<file path="config.mk">
export PLATFORM = sky130hd
export DESIGN_NAME = multi_clock_divider
export DESIGN_NICKNAME = d
export VERILOG_FILES = /design/src/rtl/multi_clock_divider.sv
export SDC_FILE = /design/constraint.sdc
export NUM_CORES = 1
export LEC_CHECK = 0
export ABC_CLOCK_PERIOD_IN_PS = 6400
export CAP_MARGIN = 20
export CORE_UTILIZATION = 63
export CTS_CLUSTER_DIAMETER = 50
export CTS_CLUSTER_SIZE = 14
export DETAILED_ROUTE_END_ITERATION = 8
export GPL_ROUTABILITY_DRIVEN = 0
export PLACE_DENSITY = 0.87
export SYNTH_ARGS = -nofsm -noshare
export SYNTH_HDL_FRONTEND = slang
export SYNTH_SLANG_ARGS = --single-unit
</file>
<file path="constraint.sdc">
create_clock -name clk -period 6.4 [get_ports clk]
set_input_delay 1.28 -clock clk [delete_from_list [all_inputs] [get_ports clk]]
set_output_delay 1.28 -clock clk [all_outputs]
set_load 0.1 [all_outputs]
</file>
<file path="src/rtl/multi_clock_divider.sv">
// NUM_CH independent programmable clock dividers with per-channel enable, glitch-free divisor reload
// and a one-cycle period tick. Optional macro MULTI_CLOCK_DIVIDER_SYNC_EN adds a global phase-align strobe.

module mcd_channel #(
  parameter int DIV_W       = 16,
  parameter int DEFAULT_DIV = 250
) (
  input  logic             clk,
  input  logic             reset,
  input  logic             en_i,
  input  logic             sync_i,
  input  logic             ld_i,
  input  logic [DIV_W-1:0] ld_div_i,
  output logic             clk_o,
  output logic             tick_o
);
  logic [DIV_W-1:0] cnt_q, cnt_d, act_q, act_d, sh_q, sh_d;
  logic             pend_q, pend_d, run_q, run_d, clk_q, clk_d, tick_q, tick_d;
  logic [DIV_W-1:0] d_eff, nxt_div, cnt_inc;
  logic [DIV_W:0]   half;
  logic             bound, restart;

  always_comb begin
    d_eff   = (act_q < DIV_W'(2)) ? DIV_W'(2) : act_q;
    half    = ({1'b0, d_eff} + (DIV_W+1)'(1)) >> 1;
    cnt_inc = cnt_q + DIV_W'(1);
    bound   = run_q && (cnt_q == d_eff - DIV_W'(1));
    restart = en_i && (!run_q || bound || sync_i);
    // a same-cycle load takes precedence over an older pending value
    nxt_div = ld_i ? ld_div_i : (pend_q ? sh_q : act_q);

    cnt_d  = cnt_q;
    act_d  = act_q;
    sh_d   = ld_i ? ld_div_i : sh_q;
    pend_d = pend_q;
    run_d  = run_q;
    clk_d  = clk_q;
    tick_d = 1'b0;

    if (!en_i) begin
      cnt_d  = '0;
      clk_d  = 1'b0;
      run_d  = 1'b0;
      act_d  = nxt_div;
      pend_d = 1'b0;
    end else if (restart) begin
      cnt_d  = '0;
      clk_d  = 1'b1;
      tick_d = 1'b1;
      run_d  = 1'b1;
      act_d  = nxt_div;
      pend_d = 1'b0;
    end else begin
      cnt_d = cnt_inc;
      clk_d = ({1'b0, cnt_inc} < half);
      if (ld_i) pend_d = 1'b1;
    end
  end

  always_ff @(posedge clk or negedge reset) begin
    if (!reset) begin
      cnt_q  <= '0;
      act_q  <= DIV_W'(DEFAULT_DIV);
      sh_q   <= DIV_W'(DEFAULT_DIV);
      pend_q <= 1'b0;
      run_q  <= 1'b0;
      clk_q  <= 1'b0;
      tick_q <= 1'b0;
    end else begin
      cnt_q  <= cnt_d;
      act_q  <= act_d;
      sh_q   <= sh_d;
      pend_q <= pend_d;
      run_q  <= run_d;
      clk_q  <= clk_d;
      tick_q <= tick_d;
    end
  end

  assign clk_o  = clk_q;
  assign tick_o = tick_q;
endmodule

module multi_clock_divider #(
  parameter int NUM_CH      = 4,
  parameter int DIV_W       = 16,
  parameter int DEFAULT_DIV = 250,
  parameter int CH_W        = 2
) (
  input  logic              clk,
  input  logic              reset,
  input  logic [NUM_CH-1:0] en,
  input  logic              load_valid,
  input  logic [CH_W-1:0]   load_ch,
  input  logic [DIV_W-1:0]  load_div,
`ifdef MULTI_CLOCK_DIVIDER_SYNC_EN
  input  logic              sync,
`endif
  output logic              load_err,
  output logic [NUM_CH-1:0] clk_out,
  output logic [NUM_CH-1:0] tick
);
  localparam logic [CH_W:0] NUM_CH_L = (CH_W+1)'(NUM_CH);

  logic sync_w, load_hit, load_err_q, load_err_d;

`ifdef MULTI_CLOCK_DIVIDER_SYNC_EN
  assign sync_w = sync;
`else
  assign sync_w = 1'b0;
`endif

  assign load_hit   = load_valid && ({1'b0, load_ch} < NUM_CH_L);
  assign load_err_d = load_valid && !({1'b0, load_ch} < NUM_CH_L);

  always_ff @(posedge clk or negedge reset) begin
    if (!reset) load_err_q <= 1'b0;
    else        load_err_q <= load_err_d;
  end
  assign load_err = load_err_q;

  for (genvar i = 0; i < NUM_CH; i++) begin : g_ch
    mcd_channel #(.DIV_W(DIV_W), .DEFAULT_DIV(DEFAULT_DIV)) u_ch (
      .clk      (clk),
      .reset    (reset),
      .en_i     (en[i]),
      .sync_i   (sync_w),
      .ld_i     (load_hit && (load_ch == CH_W'(i))),
      .ld_div_i (load_div),
      .clk_o    (clk_out[i]),
      .tick_o   (tick[i])
    );
  end
endmodule

</file>
# Yosys cells after proc, flatten, opt, wreduce, memory -nomap -nowiden

Cells that the tools add are included.
W data, S select, Z words.

$add $sub $neg: 12
Order comparisons: 8
Equality and inequality tests: 15
Multiplexer cells: 64
Reduce and logical (&&, ||, !) cells: 21

Operators with widths:

| kind                    | count |
|---|---|
| $mux W16                | 28 |
| $add A16 B1 Y17 const B | 4 |
| $add A16 B1 Y16 const B | 4 |
| $eq A16 B16 Y1          | 4 |
| $lt A16 B16 Y1          | 4 |
| $lt A16 B2 Y1 const B   | 4 |
| $sub A16 B1 Y16 const B | 4 |
| $mux W1                 | 36 |
| $logic_and A1 B1 Y1     | 12 |
| $ne A3 B1 Y1 const B    | 4 |
| $ne A2 B1 Y1 const B    | 4 |
| $eq A2 B2 Y1 const B    | 2 |
| $logic_not A1 Y1        | 4 |
| $logic_or A1 B1 Y1      | 4 |
| $eq A2 B1 Y1 const B    | 1 |
| $logic_not A2 Y1        | 1 |

Flip-flop bits (word level): 208
Input bits: 25
Output and inout bits: 9
Logic and storage cells: 148

# Logic depth before layout (Yosys ltp)

Depth after elaboration: 9
Gate-level depth with buffers: 18
Mapped depth without buffers: 17

# By module

A second synthesis with hierarchy kept.

Cell total of the unflattened synthesis: 1645
Area total of the unflattened synthesis: 15051.9 µm²

Modules (own cells, without submodules):

| module                         | instances | cells each | area each (µm²) | seq. area each (µm²) |
|---|---|---|---|---|
| mcd_channel (g_ch[0].u_ch ...) | 2         | 443        | 3878.7          | 1316.3 |
| mcd_channel (g_ch[3].u_ch)     | 1         | 425        | 3875.0          | 1316.3 |
| mcd_channel (g_ch[1].u_ch)     | 1         | 328        | 3370.7          | 1316.3 |
| multi_clock_divider            | 1         | 6          | 48.8            | 0.0 |

# Worst setup path before layout

Ideal clock, no wire load.

Path kind: register to register
Start point: reg g_ch[2].u_ch.act_q[11]
End point: reg g_ch[2].u_ch.act_q[10]
Data arrival time: 4324 ps
Setup slack: 1951 ps
Cell stages (with the launch flop): 15
Path buffers: 2
Period minus slack after synthesis: 4449 ps
Cell sequence: dfrtp_1 buf_6 or4_4 or4_4 o41ai_4 ha_1 or3b_2 o22a_1 nor3_1 o221ai_1 nor4bb_1 a31oi_4 nor2_8 buf_12 mux2_4

Longest elaborated chain between the ends: 8

RTL lines:

| item                       | RTL line | text |
|---|---|---|
| from (decl)                | 17       | `logic [DIV_W-1:0] cnt_q, cnt_d, act_q, act_d, sh_q, sh_d;` |
| from (signal assigned)     | 63       | `act_q <= DIV_W'(DEFAULT_DIV);` |
| from (signal assigned)     | 71       | `act_q <= act_d;` |
| $lt A16 B2 Y1              | 24       | `d_eff = (act_q < DIV_W'(2)) ? DIV_W'(2) : act_q;` |
| $mux W16 (*)               | 24       |  |
| $sub A16 B1 Y16 (*)        | 27       | `bound = run_q && (cnt_q == d_eff - DIV_W'(1));` |
| $eq A16 B16 Y1 (*)         | 27       |  |
| $logic_and A1 B1 Y1 (*)    | 27       |  |
| $logic_or A1 B1 Y1 (*)     | 28       | `restart = en_i && (!run_q \|\| bound \|\| sync_i);` |
| $logic_and A1 B1 Y1 (*)    | 28       |  |
| $ne A2 B1 Y1 (no line) (*) | --       |  |

Every way passes the cells marked *; elsewhere a longest branch is shown, timed or not.
A chain may end at the register's enable or synchronous reset.

# Final worst setup path

Start point: reg g_ch[0].u_ch.act_q[8]
End point: reg g_ch[0].u_ch.act_q[12]

Longest elaborated chain between the ends: 8

RTL lines:

| item                       | RTL line |
|---|---|
| from (decl)                | 17 |
| from (signal assigned)     | 63 |
| from (signal assigned)     | 71 |
| $lt A16 B2 Y1              | 24 |
| $mux W16 (*)               | 24 |
| $sub A16 B1 Y16 (*)        | 27 |
| $eq A16 B16 Y1 (*)         | 27 |
| $logic_and A1 B1 Y1 (*)    | 27 |
| $logic_or A1 B1 Y1 (*)     | 28 |
| $logic_and A1 B1 Y1 (*)    | 28 |
| $ne A2 B1 Y1 (no line) (*) | -- |

Marks and branches as above.

==> impl_metrics.tcl <==
set metrics [dict create \
    timing.final.crit_share 0.776 \
    die_area_mm2 0.0221 \
    post_cts_buffers 0 \
    synth_edf_count 0 \
    placed_cells 1580 \
    drtPass1Iterations 6 \
    worst_setup_path_end_kind "register" \
    clock.fmax_mhz 201 \
    drt-initial-drc-count 878 \
    postRouteAntennaNets 0 \
    die_w_um 149 \
    p_sw_w 0.00174 \
    p_comb_frac 0.300 \
    critPathMaxFanout 16 \
    stdcell_count 1621 \
    track_usage 0.274 \
    arrival_ns 5.36 \
    synthCells 1360 \
    drc 0 \
    start_util 0.644 \
    critPathRequiredTime_ns 6.80 \
    cp-start-kind "register" \
    io_buffer_count 32 \
    final_util 0.695 \
    switching_share 0.358 \
    htree_levels 1 \
    pwr-share-clk 0.275 \
    p_per_area_mw_per_mm2 333 \
    antenna_found_initial 0 \
    max_slew_margin 0.274 \
    dieHeight_um 149 \
    routed_wl_um 29400 \
    holdBufCountCts 0 \
    period_needed_ns 4.96 \
    p_int_w 0.00312 \
    yosys_warnings 0 \
    wl_per_cell_um 18.1 \
    drive_above_1_share 0.166 \
    status "finished clean" \
    rows 53 \
    drv_cap 0 \
    rsz0062_at_grt "false" \
    path_class "register to register" \
    synth.distinct_cells 81 \
    core_mm2 0.0210 \
    power_frac_seq 0.426 \
    clk_path_buf_depth 3 \
    clkTransAtPathRegs_ns 0.07 \
    synth.avg_cell_area_um2 9.96 \
    ys_seq_elements 208 \
    area_growth_pct 7.87 \
    clock_latency_ns 0.52 \
    cts_sinks 208 \
    setup_tns_ns 0 \
    worst_slew_pin_slew_ns 1.09 \
    syn-cell-area_mm2 0.0135 \
    synth_async_sr_flop_share 1.00 \
    hold_class "register to register" \
    cts.repair.resized 0 \
    vias 10200 \
    vias_per_cell 6.27 \
    ys_seq_area_frac 0.389 \
    grt_max_degree 115 \
    peakVddDrop_uv 220 \
    slew_violations 0 \
    cts_tree "done" \
    nNetsFinal 1427 \
    grt_overflow 0 \
    grt_pass1_vias 10100 \
    pin_count 34 \
    leakagePower_nw 6.02 \
    cts_root_buf "clkbuf_16" \
    synth_nets 1457 \
    hold_viol 0 \
    finalClockSkew_ns 0.0109 \
    grt_pass1_wl_um 49500 \
    setup_viol 0 \
    numCtsBuffers 23 \
    n_antenna_cell 0 \
    hpwl_um 21100 \
    synthFlopType "dfrtp_1" \
]
==> metal layers <==
metal / up-vias / share of wire / global-route usage / wire [µm]
met1: 5049 / 0.45 / 0.373 / 13100
met3: 74 / 0.048 / 0.0368 / 1400
met2: 311 / 0.48 / 0.455 / 14100
met4: 0 / 0.025 / 0.0830 / 736
li1: 4737 / - / - / -
met5: - / 0 / 0 / 0
==> worst paths after layout <==
path | from | endpoint | slack (ns) | cells after the start
max in group asynchronous | reset | g_ch[1].u_ch.act_q[13] | 4.12 | 2
min | g_ch[3].u_ch.sh_q[12] | g_ch[3].u_ch.sh_q[12] | 0.49 | 1
min in group asynchronous | reset | g_ch[1].u_ch.cnt_q[2] | 0.87 | 1
max | g_ch[0].u_ch.act_q[8] | g_ch[0].u_ch.act_q[12] | 1.44 | 12
min reg2reg | g_ch[3].u_ch.sh_q[12] | g_ch[3].u_ch.sh_q[12] | 0.49 | 1
max reg2reg | g_ch[0].u_ch.act_q[8] | g_ch[0].u_ch.act_q[12] | 1.44 | 12
==> flip-flops by register name, summed over array words and instances (netlist names) <==
signal	flops
g_ch.u_ch.act_q	64
g_ch.u_ch.cnt_q	64
g_ch.u_ch.sh_q	64
g_ch.u_ch.clk_o	4
g_ch.u_ch.pend_q	4
g_ch.u_ch.run_q	4
g_ch.u_ch.tick_o	4
==> placed cells by master, fill, tap and decap left out, types with 10 or more instances in the layout <==
| master | instances |
|---|---|
| xnor2_1 | 108 |
| nor4_1 | 20 |
| nor2_1 | 90 |
| a31oi_1 | 10 |
| clkdlybuf4s50_1 | 31 |
| nand4_1 | 27 |
| dfrtp_1 | 160 |
| inv_1 | 33 |
| or3_1 | 14 |
| and3_1 | 24 |
| a21oi_1 | 51 |
| dfstp_2 | 48 |
| mux2_4 | 10 |
| nor3b_1 | 21 |
| nor3_1 | 26 |
| ha_1 | 72 |
| mux2_2 | 97 |
| xor2_1 | 76 |
| nand2_1 | 62 |
| nor2b_1 | 53 |
| clkbuf_16 | 25 |
| o21a_1 | 14 |
| a21o_1 | 13 |
| nand3_1 | 77 |
| o21ai_0 | 22 |
==> cell families after synthesis <==
kind of cell | after synthesis | share of synthesized area
xor+xnor | 184 | 0.119
compound gates | 172 | 0.0887
buf+inv | 126 | 0.0411
simple gates | 478 | 0.195
fa+ha+maj | 72 | 0.0665
flops | 208 | 0.389
mux | 119 | 0.101
other cells | 1 | 0.000277
==> through the flow <==
stage | hold WS, ns | total power [W] | cell area (µm²) | setup WS, ns
final | 0.493 | 0.00486 | 14600 | 1.44
after global routing | 0.508 | 0.00514 | 14600 | 0.985
after CTS | 0.491 | 0.00487 | 14600 | 1.47
after detailed placement | 0.478 | 0.00350 | 13800 | 1.50
after global placement | 0.475 | 0.00341 | 13800 | 1.70
after floorplan | 0.461 | 0.00316 | 13500 | 1.95
==> synth_stat cells (26+ instances only) <==
| library cell | number | share of area |
|---|---|---|
| a21oi_1 | 51 | 0.019 |
| clkbuf_1 | 71 | 0.020 |
| dfrtp_1 | 160 | 0.30 |
| dfstp_2 | 48 | 0.093 |
| ha_1 | 72 | 0.066 |
| inv_1 | 33 | 0.0091 |
| mux2_2 | 97 | 0.081 |
| nand2_1 | 62 | 0.017 |
| nand3_1 | 77 | 0.028 |
| nand4_1 | 27 | 0.012 |
| nor2_1 | 90 | 0.025 |
| nor2b_1 | 53 | 0.024 |
| nor3_1 | 26 | 0.0096 |
| xnor2_1 | 108 | 0.070 |
| xor2_1 | 76 | 0.049 |
==> power groups by stage <==
stage          sequential, W  combinational (W)  clock [W]
2_1_floorplan        0.00172            0.00145          0
3_3_place_gp         0.00205            0.00136          0
3_5_place_dp         0.00207            0.00143          0
4_1_cts              0.00206            0.00145    0.00136
5_1_grt              0.00212            0.00161    0.00141
6_report             0.00207            0.00146    0.00134
==> critical path: stages, from the launching register on <==
cell and delay (ns):
dfrtp_1 0.46, nor4_1 0.54, nand3_1 0.31, o21ai_0 0.33
ha_1 0.25, or4b_1 0.53, or4b_2 0.64, a21oi_1 0.17
a31oi_1 0.05, o21ai_0 0.09, nand4_1 0.19, a31oi_2 0.84
mux2_2 0.43
==> layout make-up <==
type,count,area [µm²]
clock inverter,11,113
multi-input combinational,1026,7730
fill,1487,6410
clock buffer,30,664
tap,275,344
inverter,33,124
timing repair buffer,38,369
sequential,208,5270
No activity file was read; power rests on OpenSTA's default activity.
